===== config.mk =====
export PLATFORM = sky130hd
export DESIGN_NAME = sha3_padder_flat
export DESIGN_NICKNAME = d
export VERILOG_FILES = /design/src/rtl/sha3_padder_if.sv /design/src/rtl/sha3_padder.sv /design/src/flat_wrapper.sv
export SDC_FILE = /design/constraint.sdc
export NUM_CORES = 2
export LEC_CHECK = 0
export ABC_AREA = 1
export CAP_MARGIN = 20
export CORE_AREA = 2 2 436 438
export CTS_CLUSTER_SIZE = 40
export DETAILED_ROUTE_END_ITERATION = 7
export DIE_AREA = 0 0 438 440
export PLACE_DENSITY = 0.58
export SLEW_MARGIN = 10
export SYNTH_ARGS = -nofsm -noshare
export SYNTH_HDL_FRONTEND = slang
export SYNTH_SLANG_ARGS = --single-unit

===== constraint.sdc =====
create_clock -name clk -period 4.1 [get_ports clk]
set_clock_uncertainty 0.1 [all_clocks]
set_input_delay 0.82 -clock clk [delete_from_list [all_inputs] [get_ports clk]]
set_output_delay 0.82 -clock clk [all_outputs]
set_load 0.01 [all_outputs]

===== src/rtl/sha3_padder_if.sv =====
// Handshake bundle between the word writer, the padder and the Keccak core.
// Carries the 32-bit word stream (valid/ready plus last/nbytes) and the rate-block output (valid/ready).
// master: the side that drives words in and accepts blocks out; slave: the padder itself.
interface sha3_padder_if #(
    parameter int WORD_W = 32,
    parameter int RATE   = 1088
);
    logic              in_valid;
    logic              in_ready;
    logic [WORD_W-1:0] in_data;
    logic              in_last;
    logic [2:0]        in_nbytes;
    logic              blk_valid;
    logic              blk_ready;
    logic [RATE-1:0]   blk_data;
    logic              blk_last;
    logic              busy;

    modport master (
        output in_valid, in_data, in_last, in_nbytes, blk_ready,
        input  in_ready, blk_valid, blk_data, blk_last, busy
    );

    modport slave (
        input  in_valid, in_data, in_last, in_nbytes, blk_ready,
        output in_ready, blk_valid, blk_data, blk_last, busy
    );
endinterface


===== src/rtl/sha3_padder.sv =====
// Packs 32-bit message words into a rate block, applies SHA3 0x06..0x80 padding, hands blocks to Keccak.
// Latency: final word accepted at t -> blk_valid at t+1; an overflow pad block follows its handshake by 2 cycles.
// Backpressure: single buffer, so in_ready is low while a block waits for blk_ready (and during the pad cycle).
// Ports: clk, rst_n (async active-low); bus.slave carries in_* word stream, blk_* block output and busy.
module sha3_padder #(
    parameter int WORD_W = 32,
    parameter int RATE   = 1088
) (
    input  logic          clk,
    input  logic          rst_n,
    sha3_padder_if.slave  bus
);
    localparam int NWORDS = RATE / WORD_W;
    localparam int NBYTES = RATE / 8;
    localparam int WBYTES = WORD_W / 8;
    localparam int CNT_W  = $clog2(NWORDS);
    localparam int POS_W  = $clog2(NBYTES + 1);

    typedef enum logic [1:0] {S_FILL, S_EMIT, S_PADBLK} state_t;

    state_t            r_state, w_state_nxt;
    logic [CNT_W-1:0]  r_cnt, w_cnt_nxt;
    logic [RATE-1:0]   r_buf, w_buf_nxt;
    logic              r_last, w_last_nxt;
    logic              r_pend, w_pend_nxt;

    logic [WORD_W-1:0] w_word;
    logic [2:0]        w_nb;
    logic [POS_W-1:0]  w_pos;

    always_ff @(posedge clk or negedge rst_n) begin
        if (!rst_n) begin
            r_state <= S_FILL;
            r_cnt   <= '0;
            r_buf   <= '0;
            r_last  <= 1'b0;
            r_pend  <= 1'b0;
        end else begin
            r_state <= w_state_nxt;
            r_cnt   <= w_cnt_nxt;
            r_buf   <= w_buf_nxt;
            r_last  <= w_last_nxt;
            r_pend  <= w_pend_nxt;
        end
    end

    always_comb begin
        w_state_nxt = r_state;
        w_cnt_nxt   = r_cnt;
        w_buf_nxt   = r_buf;
        w_last_nxt  = r_last;
        w_pend_nxt  = r_pend;

        // Non-final words always carry a full word of message bytes.
        w_nb   = bus.in_last ? bus.in_nbytes : 3'd4;
        w_word = bus.in_data;
        for (int b = 0; b < WBYTES; b++) begin
            if (3'(b) >= w_nb) w_word[8*b +: 8] = 8'h00;
        end
        // Byte offset just past the message; where the 0x06 domain byte lands.
        w_pos = POS_W'({r_cnt, 2'b00}) + POS_W'(w_nb);

        case (r_state)
            S_FILL: begin
                if (bus.in_valid) begin
                    w_buf_nxt[WORD_W*int'(r_cnt) +: WORD_W] = w_word;
                    if (bus.in_last) begin
                        w_state_nxt = S_EMIT;
                        if (w_pos < POS_W'(NBYTES)) begin
                            // Bytes past the message are still zero, so a plain write is enough;
                            // when the message ends at byte 134 the two pad bits merge into 0x86.
                            w_buf_nxt[8*int'(w_pos) +: 8] = 8'h06;
                            w_buf_nxt[RATE-1]             = 1'b1;
                            w_last_nxt                    = 1'b1;
                        end else begin
                            // Message exactly fills the block: padding needs a block of its own.
                            w_last_nxt = 1'b0;
                            w_pend_nxt = 1'b1;
                        end
                    end else if (r_cnt == CNT_W'(NWORDS - 1)) begin
                        w_state_nxt = S_EMIT;
                        w_last_nxt  = 1'b0;
                    end else begin
                        w_cnt_nxt = r_cnt + CNT_W'(1);
                    end
                end
            end
            S_EMIT: begin
                if (bus.blk_ready) begin
                    w_buf_nxt  = '0;
                    w_cnt_nxt  = '0;
                    w_last_nxt = 1'b0;
                    if (r_pend) begin
                        w_pend_nxt  = 1'b0;
                        w_state_nxt = S_PADBLK;
                    end else begin
                        w_state_nxt = S_FILL;
                    end
                end
            end
            S_PADBLK: begin
                // Buffer was cleared on the previous handshake.
                w_buf_nxt[7:0]     = 8'h06;
                w_buf_nxt[RATE-1]  = 1'b1;
                w_last_nxt         = 1'b1;
                w_state_nxt        = S_EMIT;
            end
            default: begin
                w_state_nxt = S_FILL;
            end
        endcase
    end

    assign bus.in_ready  = (r_state == S_FILL);
    assign bus.blk_valid = (r_state == S_EMIT);
    assign bus.blk_data  = r_buf;
    assign bus.blk_last  = r_last;
    assign bus.busy      = (r_state != S_FILL) || (r_cnt != '0);
endmodule


===== src/flat_wrapper.sv =====
// flat-port wrapper written by rule: the top's interface ports become plain ports
module sha3_padder_flat 
#(
    parameter int WORD_W = 32,
    parameter int RATE   = 1088
)
  (clk, rst_n, bus_in_valid, bus_in_data, bus_in_last, bus_in_nbytes, bus_blk_ready, bus_in_ready, bus_blk_valid, bus_blk_data, bus_blk_last, bus_busy);
  sha3_padder_if #(.WORD_W(WORD_W), .RATE(RATE)) bus_i ();
  input  logic clk;
  input  logic rst_n;
  input wire logic [$bits(bus_i.in_valid)-1:0] bus_in_valid;
  input wire logic [$bits(bus_i.in_data)-1:0] bus_in_data;
  input wire logic [$bits(bus_i.in_last)-1:0] bus_in_last;
  input wire logic [$bits(bus_i.in_nbytes)-1:0] bus_in_nbytes;
  input wire logic [$bits(bus_i.blk_ready)-1:0] bus_blk_ready;
  output wire logic [$bits(bus_i.in_ready)-1:0] bus_in_ready;
  output wire logic [$bits(bus_i.blk_valid)-1:0] bus_blk_valid;
  output wire logic [$bits(bus_i.blk_data)-1:0] bus_blk_data;
  output wire logic [$bits(bus_i.blk_last)-1:0] bus_blk_last;
  output wire logic [$bits(bus_i.busy)-1:0] bus_busy;
  assign bus_i.in_valid = bus_in_valid;
  assign bus_i.in_data = bus_in_data;
  assign bus_i.in_last = bus_in_last;
  assign bus_i.in_nbytes = bus_in_nbytes;
  assign bus_i.blk_ready = bus_blk_ready;
  assign bus_in_ready = bus_i.in_ready;
  assign bus_blk_valid = bus_i.blk_valid;
  assign bus_blk_data = bus_i.blk_data;
  assign bus_blk_last = bus_i.blk_last;
  assign bus_busy = bus_i.busy;
  sha3_padder #(.WORD_W(WORD_W), .RATE(RATE)) u_core (.clk(clk), .rst_n(rst_n), .bus(bus_i));
endmodule

* Word-level counts from Yosys, hierarchy flattened
Cells that the tools add are included.
** Word-level totals
- Memory bits (writable) :: 0
- Word-level logic and storage cells :: 76
- Latch bits :: 0
- Register bits :: 1098
- Memories kept :: 0
- Bits of input ports :: 40
- ROM bits :: 0
** Cells by class
- Equality and inequality tests :: 10
- Bitwise gates (word level) :: 0
- Shifts and indexed selects :: 4
- Div/mod/pow operators :: 0
- $lt $le $gt $ge :: 5
- $add $sub $neg :: 4
- Reduce and logical (&&, ||, !) cells :: 12
- Multiplexer cells :: 35
- Multiply operators :: 0
** Operators by type and width (count)
- 1088-bit 2-to-1 mux :: 4
- 1088-bit bitwise mux :: 2
- 1079-bit case mux with 2 select lines :: 1
- 32-bit by 33-bit variable shift with 1088-bit output (first input constant) :: 1
- 8-bit by 33-bit variable shift with 1088-bit output (first input constant) :: 1
- 32-bit by 33-bit variable part select with 1088-bit output :: 1
- 8-bit by 33-bit variable part select with 1088-bit output (first input constant) :: 1
- 11-bit negator with 33-bit output :: 2
- 8-bit 2-to-1 mux :: 4
- 6-bit 2-to-1 mux :: 4
- 8-bit case mux with 3 select lines :: 1
- 2-bit != test (second input constant) :: 6
- 6-bit case mux with 2 select lines :: 1
- 2-bit 2-to-1 mux :: 5
- 5-bit AND reduction :: 2
- 3-bit AND reduction :: 3
- 8-bit by 3-bit adder with 8-bit output :: 1
- 8-bit < comparator (second input constant) :: 1
- 1-bit 2-to-1 mux :: 8
- 6-bit by 1-bit adder with 6-bit output (second input constant) :: 1
- 6-bit == test (second input constant) :: 1
- 1-bit by 3-bit greater-or-equal comparator with 1-bit output (first input constant) :: 2
- 2-bit by 3-bit greater-or-equal comparator with 1-bit output (first input constant) :: 2
- 1-bit case mux with 3 select lines :: 2
- other kinds (12) :: 13

* Depth between registers and ports, before layout
- Word-level depth :: 10
- Gate-level depth with buffers :: 25
- Mapped depth without buffers :: 24

* Worst setup path after synthesis
Ideal clock, no wire load.
- Kind :: input-to-reg
- Start point :: input bus_in_last
- End point :: register u_core.r_buf[280], in the netlist u_core.bus.blk_data[280]
- Buffers on the path :: 3
- Data required time :: 3.869 ns
- Setup time :: 0.131 ns
- Stages :: 20
- Arrival time :: 3.852 ns
- Setup slack :: 0.017 ns
- Cell sequence :: inv_1 nor2_1 inv_1 clkbuf_1 ha_1 ha_1 nand3_1 nand2_1 nand2_1 nor2_1 nand2_1 nor2_1 ha_1 clkbuf_1 inv_1 nor3_1 buf_2 nand3_1 o2111ai_1 o21ai_0
** On the way
- Longest elaborated chain between the ends :: 10
** Ends and longest elaborated chain
- start, declared :: RTL line flat_wrapper.sv:13 : input wire logic [$bits(bus_i.in_last)-1:0] bus_in_last;
- parallel branches: the longest is 7 deep, another holds 11-bit negator with 33-bit output
- 1088-bit 2-to-1 mux (*) :: RTL line sha3_padder.sv:67 : if (bus.in_last) begin
- 1088-bit 2-to-1 mux (*) :: RTL line sha3_padder.sv:65 : if (bus.in_valid) begin
- 1079-bit case mux with 2 select lines (*) :: RTL line sha3_padder.sv:63 : case (r_state)
- end signal, assigned :: RTL line sha3_padder.sv:41 : r_buf <= w_buf_nxt;
- end, declared :: RTL line sha3_padder.sv:23 : logic [RATE-1:0] r_buf, w_buf_nxt;
Every way passes the cells marked *. The select of a mux whose other input is x is not followed.
A chain may end at the register's enable or synchronous reset.

* Worst setup path in the final report
- Start point :: register u_core.r_cnt[1]
- End point :: output bus_busy
** On the way
- Longest elaborated chain between the ends :: 2
** Ends and longest elaborated chain
- start, declared :: RTL line sha3_padder.sv:22 : logic [CNT_W-1:0] r_cnt, w_cnt_nxt;
- start signal, assigned :: RTL line sha3_padder.sv:40 : r_cnt <= w_cnt_nxt;
- 6-bit nonzero test :: RTL line sha3_padder.sv:118 : assign bus.busy = (r_state != S_FILL) || (r_cnt != '0);
- 1-bit logical OR :: RTL line sha3_padder.sv:118
- end, declared :: RTL line flat_wrapper.sv:20 : output wire logic [$bits(bus_i.busy)-1:0] bus_busy;
Every way passes these cells.

==> impl_results.md <==
* Worst min path class: reg -> reg
* Clock latency on the worst-skew pair at ~0.83 ns
* First-pass GRT wire length at roughly 470000 µm
* Post-layout net count at 9622
* Post-Layout Cell Count at between 10k and 15k
* Setup bufs post-CTS at 0
* Maximum clock insertion buffer count at 3
* Top-area cell type share of the netlist area at 0.473
* Cell variety after synth at 47
* Wire per inst at 27.9 µm
* Leak at 38.2 nW
* Worst slack, placed at -0.998 ns
* Number of synthesized flops with an enable pin at 0
* Synth Flop Type: dfrtp_1
* Synthesized Nets at approximately 8.1k
* # rows at 160
* Worst slew margin at 0.325
* Leading area contributor after synthesis: dfrtp_1
* Overflow after GRT at 0
* TritonCTS clock tree: done
* Clk root buf: clkbuf_16
* Syn. warnings at 0
* Critical Path, Cell by Cell: inv_1 > ha_2 > nand3_1 > nor2_2 > buf_4 > nand2_1 > clkdlybuf4s50_1
* Tightest Pin Transition at 1.01 ns
* Worst path arrival time at between 3 and 4 ns
* Pwr per Cell Area at approximately 570 nW/µm²
* GPL Wtd Cong at between 0.9 and 1
* Slowest CP cell: clkdlybuf4s50_1
* Achievable Freq at between 200 and 300 MHz
* Sequential cell area at 27500 µm²
* DIE HEIGHT at between 400 and 500 µm
* I/O Buffers at 1131
* CTS buffer count at around 140
* Tot GR Track Use at 0.342
* Status: finished with violations
* Number of instances in the placed design at 11.9k
* Critical Path End Type: output pin
* DP Wirelength at between 200000 and 300000 µm
* Clock Sinks at 1098
* Total power at around 46 mW
* Die Width at between 400 and 500 µm
* Finished Core Util at 0.434
* CTS clk-pin slew, worst paths at around 0.060 ns
* Ports at between 1k and 1.5k
* Number of global-route vias before repair at ~60k
* Crit share post-route at 0.969
* Via/cell ratio at ~5.3
* Fin. Hold Viols at 0
* Max_cap viols at 0
* Mapped cell area at 58100 µm²
* DRC Markers at 1
* Core Box Area at about 190000 µm²
* Pin count of the biggest net entering global routing at about 150
* Post-synthesis sequential area ratio at 0.473
* Final count of negative-setup-slack endpoints at 0
* Worst EP required at about 3.2 ns
* Share of synthesized registers carrying an async set or reset at 1.00
* Post-route ant nets at 0
* CP startpoint kind: flip-flop
* Initial antenna violation count at 42
* DR vias at 65.2k
* RSZ-0062 raised after global routing: false
* Final worst slack at 0.128 ns
* Synth top area cells: dfrtp_1 (47%), nand2_1 (22%), o21ai_0 (7.7%)
* Initial DRC Count at roughly 7.5k
* Gate Count Post-Synth at 8069
* WL final at between 300000 and 400000 µm
* Fillers at roughly 19k
* Slew Limit Fails at 0
* Die area at 193000 µm²
* Drt first pass iters at 8
* Setup TNS at 0 ns
* Starting Density at 0.308
* Worst setup path class: reg -> out
* Post-synthesis register bit count at 1098
* H-tree Lvls at 4
* VDD IR max at between 700 and 800 µV
* Area of the multi-input gates at approximately 27000 µm²
* Worst Path Max Fanout at 7
* Ratio of cells with drive above 1 in the final layout at 0.112
* Mean post-synth cell area at between 7 and 8 µm²
* Area Growth Syn to Fin at 41.0%
* Failing checks: DRC
* CP peak stage delay at about 0.68 ns
* Crit path time final at 3.97 ns
[cell type report]
class,instances,share of cell area
Inverter,383,0.0179
Tap cell,2511,0.0384
Timing Repair Buffer,1863,0.220
Clock inverter,42,0.00639
Antenna cell,18,0.000550
Multi-Input combinational cell,6087,0.332
Sequential cell,1098,0.336
Clock buffer,205,0.0491
[timing repair]
item                                   CTS  global route
endpoints found under the hold margin   35             0
hold buffers                             1             0
cloned                                   0             1
pin swaps                                0             1
setup endpoints to repair               89           351
gates resized for setup                  2             7
[flip-flops by register name, summed over array words and instances (netlist names)]
name / cells
u_core.bus.blk_data: 1088
u_core.bus.blk_last: 1
u_core.r_cnt: 6
u_core.r_pend: 1
u_core.r_state: 2
[per-layer routing]
| metal | up-vias | wire, µm | GRT usage | share of wire |
|---|---|---|---|---|
| met5 | - | 223 | 0 | 0.00065 |
| met3 | 754 | 32400 | 0.0914 | 0.095 |
| li1 | 29313 | - | - | - |
| met1 | 31745 | 130000 | 0.419 | 0.38 |
| met4 | 36 | 27800 | 0.234 | 0.082 |
| met2 | 3380 | 150000 | 0.525 | 0.44 |
[cell families (layout without fill, tap and decap cells)]
family | Yosys count | count (layout) | synth area share
and+or+nand+nor | 4335 | 4336 | 0.295
AOI/OAI and AO/OA | 1737 | 1737 | 0.168
DFF | 1098 | 1098 | 0.473
buffers and inverters | 885 | 2493 | 0.0611
adders and majority gates | 13 | 13 | 0.00280
xor gates and xnor gates | 1 | 1 | 0.000474
other | 0 | 18 | 0
[where the power goes]
group	internal, mW	leakage (nW)	switching (mW)
logic	5.86	20.6	16.2
clock network	7.26	2.23	5.38
registers	11.2	15.3	0.425
total	24.3	38.2	22.0
[Yosys cell counts, types with 35 or more instances]
master     number
a21oi_1       339
a2bb2oi_1      48
buf_2         132
clkbuf_1      325
dfrtp_1      1098
inv_1         338
inv_2          35
nand2_1      3346
nand3_1       245
nand4_1        41
nor2_1        530
nor3_1        116
o211ai_1      226
o21ai_0       895
o21ai_1       142
[worst max-delay path, delay by kind of cell (launching register included)]
| family | cells | cell delay (ns) |
|---|---|---|
| flip-flops | 1 | 0.50 |
| AND/OR/NAND/NOR | 3 | 0.42 |
| buffers and inverters | 3 | 1.03 |
| adder cells (fa/ha/maj) | 1 | 0.27 |
[stage by stage]
| stage | hold slack [ns] | instance area (µm²) |
|---|---|---|
| after floorplan | 0.381 | 58100 |
| after global routing | 0.422 | 81800 |
| after CTS | 0.405 | 81800 |
| final | 0.403 | 81800 |
| after global placement | 0.382 | 77200 |
| after detailed placement | 0.386 | 77200 |
[worst paths after layout]
check	start	endpoint	slack (ns)	cells after the start
max reg2reg	u_core.r_cnt[1]	u_core.bus.blk_data[882]	0.13	15
max	u_core.r_cnt[1]	bus_busy	0.13	7
min in group asynchronous	rst_n	u_core.bus.blk_data[210]	0.51	2
min reg2reg	u_core.bus.blk_data[553]	u_core.bus.blk_data[553]	0.40	2
max in group asynchronous	rst_n	u_core.bus.blk_data[629]	2.02	4
min	u_core.bus.blk_data[553]	u_core.bus.blk_data[553]	0.40	2
[layout by cell type, fill, tap and decap left out, types with 16 or more instances in the layout]
cell / n
nand2_1: 3342
nand4_1: 41
nand3_1: 244
buf_12: 92
inv_1: 334
a21oi_2: 23
clkdlybuf4s50_1: 1128
o21ai_0: 895
diode_2: 18
a21oi_1: 338
o2111ai_1: 16
nor2_2: 17
clkbuf_8: 29
nor3_1: 111
clkbuf_1: 37
clkbuf_16: 139
inv_2: 33
buf_4: 638
dfrtp_1: 1097
o211ai_1: 226
o21ai_1: 142
nor2_1: 520
a2bb2oi_1: 48
clkinv_2: 23
Note: power is estimated with default switching activity, not from simulation.
